## src/rtl/alu_pkg.sv

```systemverilog
// Shared ALU definitions: select encodings, R-type funct codes and the
// decoded-entry record passed from decode/issue into execute.
package alu_pkg;

  localparam logic [2:0] SEL_ADD = 3'b000;
  localparam logic [2:0] SEL_SUB = 3'b001;
  localparam logic [2:0] SEL_AND = 3'b010;
  localparam logic [2:0] SEL_OR  = 3'b011;
  localparam logic [2:0] SEL_SLT = 3'b100;
  localparam logic [2:0] SEL_MUL = 3'b110;
  localparam logic [2:0] SEL_NOP = 3'b111;

  localparam logic [5:0] OPC_RTYPE  = 6'b000000;
  localparam logic [5:0] FUNCT_ADD  = 6'b100000;
  localparam logic [5:0] FUNCT_SUB  = 6'b100010;
  localparam logic [5:0] FUNCT_AND  = 6'b100100;
  localparam logic [5:0] FUNCT_OR   = 6'b100101;
  localparam logic [5:0] FUNCT_SLT  = 6'b101010;
  localparam logic [5:0] FUNCT_MUL  = 6'b011000;

  typedef struct packed {
    logic [31:0] op1;
    logic [31:0] op2;
    logic [2:0]  sel;
    logic [4:0]  rd;
    logic        illegal;
  } entry_t;

  // Idle value an empty slot holds: zero operands, NOP select, no destination.
  function automatic entry_t idle_entry();
    entry_t e;
    e.op1     = '0;
    e.op2     = '0;
    e.sel     = SEL_NOP;
    e.rd      = '0;
    e.illegal = 1'b0;
    return e;
  endfunction

endpackage

```

## src/rtl/r_type_decoder.sv

```systemverilog
// Combinational R-type decoder: instruction word to ALU select, destination
// register and an illegal flag. Only the all-zero word is treated as NOP.
module r_type_decoder
  import alu_pkg::*;
(
  input  logic [31:0] instr,
  output logic [2:0]  sel,
  output logic [4:0]  rd,
  output logic        illegal
);

  logic [5:0] opcode;
  logic [5:0] funct;

  assign opcode = instr[31:26];
  assign funct  = instr[5:0];

  always_comb begin
    sel     = SEL_NOP;
    rd      = '0;
    illegal = 1'b0;
    if (instr == 32'd0) begin
      sel = SEL_NOP;
    end else if (opcode != OPC_RTYPE) begin
      illegal = 1'b1;
    end else begin
      rd = instr[15:11];
      case (funct)
        FUNCT_ADD: sel = SEL_ADD;
        FUNCT_SUB: sel = SEL_SUB;
        FUNCT_AND: sel = SEL_AND;
        FUNCT_OR:  sel = SEL_OR;
        FUNCT_SLT: sel = SEL_SLT;
        FUNCT_MUL: sel = SEL_MUL;
        default: begin
          sel     = SEL_NOP;
          rd      = '0;
          illegal = 1'b1;
        end
      endcase
    end
  end

endmodule

```

## src/rtl/id_ex_stage.sv

```systemverilog
// Decode/issue stage: decodes R-type instructions, resolves operands with
// write-back forwarding, and presents them to the ALU through a 2-entry skid buffer.
module id_ex_stage
  import alu_pkg::*;
#(
  parameter int DEPTH = 2
) (
  input  logic        i_clk,
  input  logic        i_rst_n,
  input  logic        i_valid,
  output logic        o_ready,
  input  logic [31:0] i_instr,
  input  logic [31:0] i_rs_data,
  input  logic [31:0] i_rt_data,
  input  logic        i_fwd_valid,
  input  logic [4:0]  i_fwd_rd,
  input  logic [31:0] i_fwd_data,
  input  logic        i_flush,
  input  logic        i_ready,
  output logic        o_valid,
  output logic [31:0] o_op1,
  output logic [31:0] o_op2,
  output logic [2:0]  o_sel,
  output logic [4:0]  o_rd,
  output logic        o_illegal
);

  localparam logic [1:0] FULL = 2'(DEPTH);

  logic [1:0] count;
  logic [1:0] next_count;
  logic       ready_q;
  entry_t     head;
  entry_t     tail;
  entry_t     new_entry;
  logic       push;
  logic       pop;

  logic [2:0] dec_sel;
  logic [4:0] dec_rd;
  logic       dec_illegal;

  r_type_decoder u_decoder (
    .instr   (i_instr),
    .sel     (dec_sel),
    .rd      (dec_rd),
    .illegal (dec_illegal)
  );

  // $0 always reads zero, and a write-back to $0 must never be forwarded.
  function automatic logic [31:0] resolve(input logic [4:0] idx, input logic [31:0] rf_data,
                                          input logic fwd_valid, input logic [4:0] fwd_rd,
                                          input logic [31:0] fwd_data);
    if (idx == 5'd0)
      return 32'd0;
    else if (fwd_valid && fwd_rd == idx)
      return fwd_data;
    else
      return rf_data;
  endfunction

  always_comb begin
    new_entry         = idle_entry();
    new_entry.sel     = dec_sel;
    new_entry.rd      = dec_rd;
    new_entry.illegal = dec_illegal;
    if (!dec_illegal) begin
      new_entry.op1 = resolve(i_instr[25:21], i_rs_data, i_fwd_valid, i_fwd_rd, i_fwd_data);
      new_entry.op2 = resolve(i_instr[20:16], i_rt_data, i_fwd_valid, i_fwd_rd, i_fwd_data);
    end
  end

  assign push = i_valid && ready_q && !i_flush;
  assign pop  = (count != 2'd0) && i_ready;

  always_comb begin
    if (i_flush)
      next_count = 2'd0;
    else
      next_count = count + {1'b0, push} - {1'b0, pop};
  end

  // Head is the ALU-facing slot; tail only fills while the head is stalled.
  always_ff @(posedge i_clk or negedge i_rst_n) begin
    if (!i_rst_n) begin
      count   <= 2'd0;
      ready_q <= 1'b1;
      head    <= idle_entry();
      tail    <= idle_entry();
    end else begin
      count   <= next_count;
      ready_q <= (next_count < FULL);
      if (!i_flush) begin
        if (pop) begin
          if (count == 2'd2) begin
            head <= tail;
            if (push) tail <= new_entry;
          end else if (push) begin
            head <= new_entry;
          end
        end else if (push) begin
          if (count == 2'd0)
            head <= new_entry;
          else
            tail <= new_entry;
        end
      end
    end
  end

  assign o_ready   = ready_q;
  assign o_valid   = (count != 2'd0);
  assign o_op1     = head.op1;
  assign o_op2     = head.op2;
  assign o_sel     = head.sel;
  assign o_rd      = head.rd;
  assign o_illegal = head.illegal;

endmodule
```

## config.mk

```make
export PLATFORM = sky130hd
export DESIGN_NAME = id_ex_stage
export DESIGN_NICKNAME = d
export VERILOG_FILES = /design/src/rtl/alu_pkg.sv /design/src/rtl/r_type_decoder.sv /design/src/rtl/id_ex_stage.sv
export SDC_FILE = /design/constraint.sdc
export NUM_CORES = 1
export LEC_CHECK = 0
export ABC_AREA = 1
export CORE_MARGIN = 10
export CORE_UTILIZATION = 49
export CTS_CLUSTER_SIZE = 14
export DETAILED_ROUTE_END_ITERATION = 10
export GPL_TIMING_DRIVEN = 0
export PLACE_DENSITY = 0.78
export SLEW_MARGIN = 40
export SYNTH_ARGS = -nofsm -noshare
export SYNTH_HDL_FRONTEND = slang
export SYNTH_SLANG_ARGS = --single-unit
```

## constraint.sdc

```tcl
create_clock -name i_clk -period 2.39 [get_ports i_clk]
set_input_delay 0.478 -clock i_clk [delete_from_list [all_inputs] [get_ports i_clk]]
set_output_delay 0.478 -clock i_clk [all_outputs]
set_load 0.02 [all_outputs]
```

# Yosys cells after proc, flatten, opt, wreduce, memory -nomap -nowiden
# Index checks and enable logic that the tools add are counted.
[word_totals]
register_bits = 149
output_inout_bits = 75
elab_cells = 70
[op_classes]
n_addsub = 2
magnitude_cmp = 1
eq_ne = 12
mux = 24
bitwise_logic = 1
n_reduce_logical = 18
[op_table]
columns = ["cell", "count"]
rows = [
  ["$mux W73", 9],
  ["$mux W32", 4],
  ["$mux W64", 1],
  ["$logic_not A32 Y1", 1],
  ["$eq A6 B6 Y1 const B", 5],
  ["$pmux W3 S6", 1],
  ["$mux W5", 3],
  ["$eq A5 B5 Y1", 2],
  ["$logic_not A5 Y1", 2],
  ["$reduce_bool A2 Y1", 4],
  ["$eq A6 B5 Y1 const B", 1],
  ["$mux W3", 2],
  ["$reduce_bool A6 Y1", 1],
  ["$reduce_or A6 Y1", 1],
  ["$logic_and A1 B1 Y1", 5],
  ["$reduce_and A5 Y1", 1],
  ["$ne A2 B2 Y1 const B", 2],
  ["$reduce_and A4 Y1", 1],
  ["$mux W1", 3],
  ["$add A2 B1 Y2", 1],
  ["$eq A2 B2 Y1 const B", 1],
  ["$logic_not A2 Y1", 1],
  ["$lt A2 B2 Y1 const B", 1],
  ["$mux W2", 1],
  ["4 further kinds", 4],
]

# Longest topological paths before layout
# Gate-level depths: netlist of the first run.
[depth]
ltp_word = 9
mapped_depth = 12
ltp_nobuf = 11

# Cells and area by module
# From an unflattened synthesis of the first run, not the netlist that was laid out.
[unflattened]
cells_unflattened = 1237
hier_area_um2 = 8389.3
[by_module_without_submodules]
columns = ["mod", "instances", "cells_per_inst", "area_each_um2"]
rows = [
  ["id_ex_stage", 1, 1169, 8092.8],
  ["r_type_decoder", 1, 68, 296.5],
]

# Worst setup path before layout of the first run
# Ideal clock, no wire load.
[synth_path]
path_type = "reg2reg"
start = "reg ready_q, in the netlist o_ready"
end = "reg tail[5] (netlist bit)"
setup_time_ps = 66
arrival_time_ps = 1873
path_slack_ps = 451
path_stages_with_launch = 10
n_path_buf = 2
synth_period_minus_slack_ps = 1939
path_cell_list = "dfstp_2 > nand3_1 > ha_1 > nor2_1 > nand4_1 > buf_2 > inv_1 > buf_2 > nand3_1 > nand2_1"
[synth_between]
elab_chain_cells = 4
elab_cells_between_ends = 5
[synth_lines]
columns = ["element", "line_no", "text"]
rows = [
  ["start: declaration", "id_ex_stage.sv:32", "logic ready_q;"],
  ["start signal: assignment", "id_ex_stage.sv:92", "ready_q <= (next_count < FULL);"],
  ["$logic_and A1 B1 Y1 * (2 in a row)", "id_ex_stage.sv:73", "assign push = i_valid && ready_q && !i_flush;"],
  ["$ne A2 B2 Y1 (no line) or $reduce_bool A2 Y1 (tied branches)", "--", ""],
  ["$reduce_and A5 Y1 (no line) *", "--", ""],
  ["end signal: assignment", "id_ex_stage.sv:89", "tail <= idle_entry();"],
  ["end signal: assignment", "id_ex_stage.sv:97", "if (push) tail <= new_entry;"],
  ["end signal: assignment", "id_ex_stage.sv:105", "tail <= new_entry;"],
  ["end: declaration", "id_ex_stage.sv:34", "entry_t tail;"],
]
# Every way passes the cells marked *; elsewhere a longest branch is shown, timed or not.
# A chain may end at the register's enable or synchronous reset.

# Worst setup path after layout of the first run
[layout_path]
start = "in i_ready"
end = "reg head, in the netlist o_op2[24]"
[layout_between]
elab_chain_cells = 3
elab_cells_between_ends = 5
[layout_lines]
columns = ["element", "line_no", "text"]
rows = [
  ["start: declaration", "id_ex_stage.sv:19", "input logic i_ready,"],
  ["$logic_and A1 B1 Y1 *", "id_ex_stage.sv:74", "assign pop = (count != 2'd0) && i_ready;"],
  ["$reduce_bool A2 Y1 (no line)", "--", ""],
  ["$reduce_and A4 Y1 (no line)", "--", ""],
  ["end signal: assignment", "id_ex_stage.sv:88", "head <= idle_entry();"],
  ["end signal: assignment", "id_ex_stage.sv:96", "head <= tail;"],
  ["end signal: assignment", "id_ex_stage.sv:99", "head <= new_entry;"],
  ["end: declaration", "id_ex_stage.sv:33", "entry_t head;"],
]
# Marks and branches as above.

==> out/qor.txt, run 1 <==
Commonest non-fill, non-tap cells in the layout: nand2_1, clkdlybuf4s50_1, nor2_1
Top FF cell, synth: dfrtp_1
Seq. cell area: 3740 um^2
Switch share: 35.8%
Fill cells: 1,477
Initial antenna violation count: 4
Net Sw Power: 0.00326 W
Vias: 8,576
Final setup viols: 0
Hold slack: 0.428 ns
Least-Margin Pin Slew: 0.568 ns
Synth top area share: 43.7%
Area Overhead vs Synth: 37.6%
I/O Pins: 214
Max-slew violation count: 0
Wire per inst: 16.4 um
Commonest non-fill, non-tap cell in the layout: nand2_1
Vias in the first global route: 8,370
Gate power share: 36.4%
Worst Skew: 0.0137 ns
Avg Cell Area, Syn: 6.71 um^2
Post-Synthesis Cell Area: 8130 um^2
Share of cells above drive strength 1: 6.51%
TritonCTS Buffers: 17
Post-synth net total: 1,353
Drt drc: 0
P_int: 0.00585 W
I/O Buffers: 213
Largest net degree at the start of global routing: 75
Slew margin rel.: 62.1%
CP required: 2.70 ns
CTS H-tree lvls: 4
Initial Util: 49.5%
Aggregate global-route resource usage: 24.7%
Register area share after synthesis: 46.0%
Worst Setup End Kind: flip-flop
TritonCTS clock tree: done
Clk pin slew, worst setup/hold paths: 0.06 ns
Ys async rst share: 100%
Lkg Pwr: 6.10 nW
Initial DRC Count: 703
Startpoint Class: input port
Max Root-Sink Buffers: 2
Number of synthesized flops with an enable pin: 0
Worst Path Arrival: 2.61 ns
Worst-path maximum fanout: 10
Synth top area cells: dfrtp_1, nand2_1, nor2_1
Min cycle time layout: 2.30 ns
Hold Vio Cnt, Final: 0
Fmax: 435 MHz
Status: finished, final reports clean
Min-Delay Path Class: input port to asynchronous set/reset pin
Synth warn: 0
Pwr dens: 814 nW/um^2
Post-synth cell types: 28
Chip height: 149 um
Post-DRT Antenna Nets: 0
Clk_lat worst skew: 0.43 ns
# clock sinks: 149
Critical path class: input port to flip-flop
Post-synthesis cell count: 1,211
Global-route wire length before repair: 43,700 um
Post-synth top area cell: dfrtp_1
Placeable Area: 16,400 um^2
Total wire length: 27,500 um
CTS root buf: clkbuf_16
Row count: 47
Area occupied by multi-input gates: 3890 um^2
RD Place Congestion: 0.924
Grt ovf: 0
Detailed placer's ending HPWL: 21,200 um
Chip width: 149 um
Flop pwr share: 35.8%
Max Cap Violations: 0
Count of state elements after synthesis: 149
Fin util: 68.2%
RSZ-0062 raised after global routing: yes
Layout net count: 1,589
Full die area: 22,100 um^2
Peak VDD IR: 547 uV
Ratio of final minimum period to clock period: 96.1%
DR pass1 iterations: 5
Vias per inst: 5.10
Total power: 0.00911 W
Clock Power Share: 27.8%
-- per-stage QoR --
stage                     TNS, ns  area (um^2)  instances  setup WS (ns)
final                           0        11200       1680         0.0932
after global routing        -1.65        11200       1680        -0.0640
after CTS                       0        11200       1679         0.0960
after detailed placement   -65.36        10600       1646         -0.578
after global placement    -832.32        10500       1644          -5.28
after floorplan                 0         8130       1211          0.451
-- layout make-up --
cell class / count / area share, %
diodes: 1 / 0.0224
flip-flops and latches: 149 / 33.4
inverters: 50 / 1.68
clock buffers: 19 / 3.96
well taps: 220 / 2.46
plain buffers: 72 / 2.94
clock inverters: 12 / 0.951
multi-input cells: 940 / 34.8
repair buffers: 217 / 19.8
-- kinds of logic after synthesis --
kind of cell | count (synthesis) | synth area share [%]
buf+inv | 122 | 6.19
simple gates | 839 | 41.1
compound gates | 96 | 6.03
fa+ha+maj | 3 | 0.462
flops | 149 | 46.0
xor+xnor | 2 | 0.216
-- flip-flops by register name, summed over array words and instances, names as in the netlist --
name,flops
o_op2,32
count,2
o_sel,3
tail,73
o_rd,5
o_op1,32
o_illegal,1
o_ready,1
-- power by group through the flow --
stage	clock (W)	sequential, W	combinational, W
6_report	0.00253	0.00326	0.00331
5_1_grt	0.00267	0.00331	0.00363
4_1_cts	0.00255	0.00326	0.00332
3_5_place_dp	0	0.00330	0.00329
3_3_place_gp	0	0.00329	0.00324
2_1_floorplan	0	0.00376	0.00126
-- what timing repair did --
item,4_1_cts,5_1_grt
setup endpoints to repair,109,111
hold endpoints to repair,4,0
cloned,0,0
hold buffers,1,0
buffers inserted,1,0
gates resized for setup,1,19
pin swaps,1,1
-- path summary, 6_finish.rpt --
path,from,to,slack [ns],cells past startpoint
worst max-delay path,i_ready,o_op2[24]$_DFFE_PN0P_,0.09,11
worst min-delay path,i_rst_n,o_op1[16]$_DFFE_PN0P_,0.43,2
worst max register to register,o_ready$_DFF_PN1_,o_op2[24]$_DFFE_PN0P_,0.17,8
worst min register to register,o_sel[2]$_DFFE_PN1P_,o_sel[2]$_DFFE_PN1P_,0.48,2
max in group asynchronous,i_rst_n,o_ready$_DFF_PN1_,1.01,4
min in group i_clk,o_sel[2]$_DFFE_PN1P_,o_sel[2]$_DFFE_PN1P_,0.48,2
-- synthesized netlist by cell type (7+ instances only) --
cell,n
a21oi_1,11
buf_1,9
buf_2,36
clkbuf_1,27
dfrtp_1,142
dfstp_2,7
inv_1,48
nand2_1,545
nand3_1,113
nor2_1,169
o21ai_0,21
o21ai_1,60
-- critical path: stages --
cell	delay, ns
clkdlybuf4s50_1	0.48
inv_1	0.09
nor2_1	0.15
inv_1	0.06
ha_1	0.17
nor2_1	0.19
nand2_2	0.27
buf_2	0.33
buf_2	0.24
nand2_1	0.09
nand2_1	0.06
-- routing by layer --
metal | GRT usage (%) | part of all wire (%) | vias up
met5 | 0 | 0.098 | -
met4 | 9.67 | 3.1 | 4
met3 | 7.43 | 8.6 | 58
met2 | 40.0 | 47 | 339
met1 | 30.4 | 41 | 3923
li1 | - | - | 4252
No activity file was read; power rests on OpenSTA's default activity.
==> inputs of run 2 (changes only) <==
CORE_UTILIZATION = 44   (was 49)
CTS_CLUSTER_DIAMETER = 150   (was default)
CTS_CLUSTER_SIZE = 20   (was 14)
PLACE_DENSITY = 0.71   (was 0.78)
==> out/qor.txt, run 2 (synthesis gave the netlist of run 1 again) <==
Full die area: 24,300 um^2
Min-Delay Path Class: flip-flop to flip-flop
Placeable Area: 18,100 um^2
Vias per inst: 5.05
Initial antenna violation count: 8
Vias in the first global route: 8,391
Area Overhead vs Synth: 38.3%
Layout net count: 1,589
Commonest non-fill, non-tap cell in the layout: nand2_1
Max Root-Sink Buffers: 2
Global-route wire length before repair: 44,400 um
TritonCTS Buffers: 17
FF-to-FF path depth: 8
CP required: 2.68 ns
Fin Setup TNS: 0 ns
Wire length on met2: 13,700 um
I/O Pins: 214
Top Metal Used: met5
I/O Buffers: 213
Share of cells above drive strength 1: 6.30%
RD Place Congestion: 0.908
Total wire length: 28,200 um
Worst Setup End Kind: flip-flop
Slew margin rel.: 61.9%
Startpoint Class: input port
Row count: 49
Most flops, register: tail
Hold Vio Cnt, Final: 0
CTS root buf: clkbuf_16
Max-slew violation count: 0
Pwr dens: 824 nW/um^2
Ratio of final minimum period to clock period: 95.2%
Peak VDD IR: 585 uV
Drt drc: 0
Worst Path Arrival: 2.57 ns
DR pass1 iterations: 6
Status: finished, final reports clean
Initial Util: 44.9%
Chip height: 156 um
# clock sinks: 149
Lkg Pwr: 6.10 nW
Post-DRT Antenna Nets: 0
Fmax: 439 MHz
Largest net degree at the start of global routing: 61
Max reg flops: 73
Met3 WL: 2500 um
Max Cap Violations: 0
Final setup viols: 0
Initial DRC Count: 677
Final instance area: 11,200 um^2
TritonCTS clock tree: done
Commonest non-fill, non-tap cells in the layout: nand2_1, clkdlybuf4s50_1, nor2_1
Clk_lat worst skew: 0.43 ns
RSZ-0062 raised after global routing: no
Aggregate global-route resource usage: 23.1%
Clk pin slew, worst setup/hold paths: 0.07 ns
Detailed placer's ending HPWL: 21,900 um
Vias: 8,547
Least-Margin Pin Slew: 0.572 ns
Min cycle time layout: 2.28 ns
Placed standard-cell area: 10,600 um^2
Met1 Routed Length: 11,500 um
Wire per inst: 16.6 um
Worst-path maximum fanout: 10
Critical path class: input port to flip-flop
Worst hold path depth: 2
CTS H-tree lvls: 4
Chip width: 156 um
Grt ovf: 0
Worst Skew: 0.00679 ns
-- run 2: cell count changes in the layout (fill, tap and decap cells not counted), sizes merged --
cell    delta
diode      +4
inv        +4
clkinv     -3
-- run 2: final cells by class --
type	count	area (um^2)
inverters	50	191
multi-input cells	940	3890
repair buffers	217	2210
diodes	5	12.5
flip-flops and latches	149	3740
clock inverters	13	138
plain buffers	72	323
clock buffers	19	453
well taps	229	287
fillers	1708	6840
-- run 2: through the flow --
stage	utilization, %	instances	hold WS (ns)	power, W	worst slack, ns
2_1_floorplan	-	1211	0.182	0.00501	0.451
3_3_place_gp	58.3	1653	0.456	0.00655	-5.44
3_5_place_dp	58.7	1655	0.395	0.00659	-0.671
4_1_cts	62.0	1689	0.470	0.00931	0.0894
5_1_grt	62.1	1690	0.481	0.00979	0.00302
6_report	62.2	1694	0.469	0.00926	0.114
-- run 2: timing repair --
action / CTS / global route
gates resized for setup: 1 / 8
pin swaps: 1 / 1
hold endpoints to repair: 43 / 0
setup buffers: 1 / 0
hold buffers: 1 / 0
endpoints found under the setup margin: 100 / 19
-- run 2: routing by layer --
| layer | global-route usage [%] | vias to the layer above |
|---|---|---|
| li1 | - | 4256 |
| met1 | 27.9 | 3955 |
| met2 | 38.6 | 292 |
| met3 | 7.86 | 38 |
| met4 | 6.21 | 6 |
| met5 | 0 | - |
-- run 2: worst paths after layout --
kind                                            from               endpoint  slack (ns)
worst max-delay path                         i_ready   tail[31]$_DFFE_PN0P_        0.11
worst min-delay path            o_sel[2]$_DFFE_PN1P_   o_sel[2]$_DFFE_PN1P_        0.47
min in group asynchronous                    i_rst_n     count[1]$_DFF_PN0_        0.53
max in group asynchronous                    i_rst_n  o_op1[26]$_DFFE_PN0P_        0.96
worst max register to register     o_ready$_DFF_PN1_   tail[31]$_DFFE_PN0P_        0.21
worst min register to register  o_sel[2]$_DFFE_PN1P_   o_sel[2]$_DFFE_PN1P_        0.47
-- run 2: report_power, final --
| part | total [W] | leakage (nW) | switching (W) | internal [W] |
|---|---|---|---|---|
| Sequential | 0.00326 | 2.03 | 0.000242 | 0.00302 |
| Combinational | 0.00330 | 3.78 | 0.00193 | 0.00137 |
| Clock | 0.00270 | 0.284 | 0.00118 | 0.00153 |
| Total | 0.00926 | 6.10 | 0.00334 | 0.00592 |
-- run 2: critical path: stages --
cell	delay, ns
clkdlybuf4s50_1	0.49
inv_1	0.09
nor2_1	0.16
inv_1	0.06
ha_1	0.17
nor2_1	0.18
nand4_1	0.23
buf_4	0.27
clkbuf_1	0.25
nand2_1	0.13
o21ai_1	0.07
==> inputs of run 3 (changes only) <==
SETUP_SLACK_MARGIN = 0.05   (was default)
==> out/qor.txt, run 3 (synthesis gave the netlist of run 1 again) <==
Status: finished, final reports clean
Least-Margin Pin Slew: 0.574 ns
Lkg Pwr: 6.12 nW
Max Cap Violations: 0
CP required: 2.71 ns
Fin util: 62.2%
Max-slew violation count: 0
Ratio of final minimum period to clock period: 93.8%
Full die area: 24,300 um^2
Row count: 49
I/O Pins: 214
Share of cells above drive strength 1: 6.78%
Commonest non-fill, non-tap cells in the layout: nand2_1, clkdlybuf4s50_1, nor2_1
Worst-path maximum fanout: 10
# clock sinks: 149
Vias in the first global route: 8,391
DR pass1 iterations: 6
Chip height: 156 um
Commonest non-fill, non-tap cell in the layout: nand2_1
Initial antenna violation count: 8
Initial DRC Count: 692
Fin cells: 1,694
Max Root-Sink Buffers: 2
I/O Buffers: 213
Total wire length: 28,200 um
Fmax: 446 MHz
Chip width: 156 um
Area Overhead vs Synth: 38.4%
Grt ovf: 0
Layout net count: 1,589
Worst Setup End Kind: flip-flop
Placeable Area: 18,100 um^2
Aggregate global-route resource usage: 23.1%
Clk pin slew, worst setup/hold paths: 0.07 ns
Initial Util: 44.9%
Post-DRT Antenna Nets: 0
Final setup viols: 0
Detailed placer's ending HPWL: 21,900 um
Worst Skew: 0.00801 ns
Slew margin rel.: 61.7%
Wire per inst: 16.6 um
Largest net degree at the start of global routing: 61
R2r setup slk: 0.25 ns
Max reg flops: 73
Placed cells: 1,655
Vias: 8,573
Vias per inst: 5.06
Peak VDD IR: 587 uV
RSZ-0062 raised after global routing: yes
Most flops, register: tail
Min-Delay Path Class: flip-flop to flip-flop
CTS H-tree lvls: 4
TritonCTS Buffers: 17
Global-route wire length before repair: 44,400 um
Hold Vio Cnt, Final: 0
Pwr dens: 823 nW/um^2
Drt drc: 0
CTS root buf: clkbuf_16
Clk_lat worst skew: 0.43 ns
RD Place Congestion: 0.908
Critical path class: input port to flip-flop
Worst Path Arrival: 2.56 ns
Startpoint Class: input port
TritonCTS clock tree: done
Min cycle time layout: 2.24 ns
==> run 3: cell counts in the layout (fill, tap and decap cells not counted) <==
Identical to the previous run, type by type.
==> run 3: report_power, final <==
| part | leakage (nW) | switching (W) | internal (W) |
|---|---|---|---|
| logic | 3.80 | 0.00192 | 0.00138 |
| registers | 2.03 | 0.000241 | 0.00302 |
| clock network | 0.284 | 0.00118 | 0.00153 |
==> run 3: critical path, cell delays in order <==
cell	delay [ns]
clkdlybuf4s50_1	0.49
inv_1	0.09
nor2_1	0.16
inv_1	0.06
ha_1	0.17
nor2_1	0.17
nand2_2	0.26
buf_2	0.31
buf_2	0.21
nand2_1	0.09
nand2_1	0.06
==> run 3: layout make-up <==
class / count / area [um^2]
Multi-Input combinational cell: 940 / 3890
Timing Repair Buffer: 217 / 2210
Tap cell: 229 / 287
Sequential cell: 149 / 3740
Clock buffer: 19 / 453
Buffer: 72 / 332
Fill cell: 1707 / 6840
Clock inverter: 13 / 138
Inverter: 50 / 191
Antenna cell: 5 / 12.5
==> run 3: what timing repair did <==
action                     CTS  global route
hold buffers                 1             0
pin swaps                    1             1
hold endpoints to repair    43             0
gates resized for setup      1            22
buffers inserted             1             0
setup endpoints to repair  123            85
==> run 3: per-layer routing <==
layer / part of all wire, % / up-vias / track usage, %
met5: 0.12 / - / 0
met4: 1.7 / 6 / 6.21
met3: 9.0 / 46 / 7.86
met2: 48 / 289 / 38.6
met1: 41 / 3977 / 27.9
li1: - / 4255 / -
==> run 3: path summary, 6_finish.rpt <==
kind | from | end | cells after the start
worst max-delay path | i_ready | o_op1[29]$_DFFE_PN0P_ | 11
worst min-delay path | o_sel[0]$_DFFE_PN1P_ | o_sel[0]$_DFFE_PN1P_ | 2
worst max register to register | o_ready$_DFF_PN1_ | o_op1[29]$_DFFE_PN0P_ | 8
worst min register to register | o_sel[0]$_DFFE_PN1P_ | o_sel[0]$_DFFE_PN1P_ | 2
max in group asynchronous | i_rst_n | o_op1[11]$_DFFE_PN0P_ | 4
min in group asynchronous | i_rst_n | count[1]$_DFF_PN0_ | 2
==> run 3: per-stage QoR <==
step | power, W | TNS [ns] | worst slack [ns] | hold WS (ns) | cell area (um^2)
after CTS | 0.00931 | 0 | 0.0894 | 0.470 | 11200
after floorplan | 0.00501 | 0 | 0.451 | 0.182 | 8130
final | 0.00926 | 0 | 0.149 | 0.469 | 11300
after global placement | 0.00655 | -859.63 | -5.44 | 0.456 | 10500
after detailed placement | 0.00659 | -71.52 | -0.671 | 0.395 | 10600
after global routing | 0.00980 | 0 | 0.00302 | 0.481 | 11200
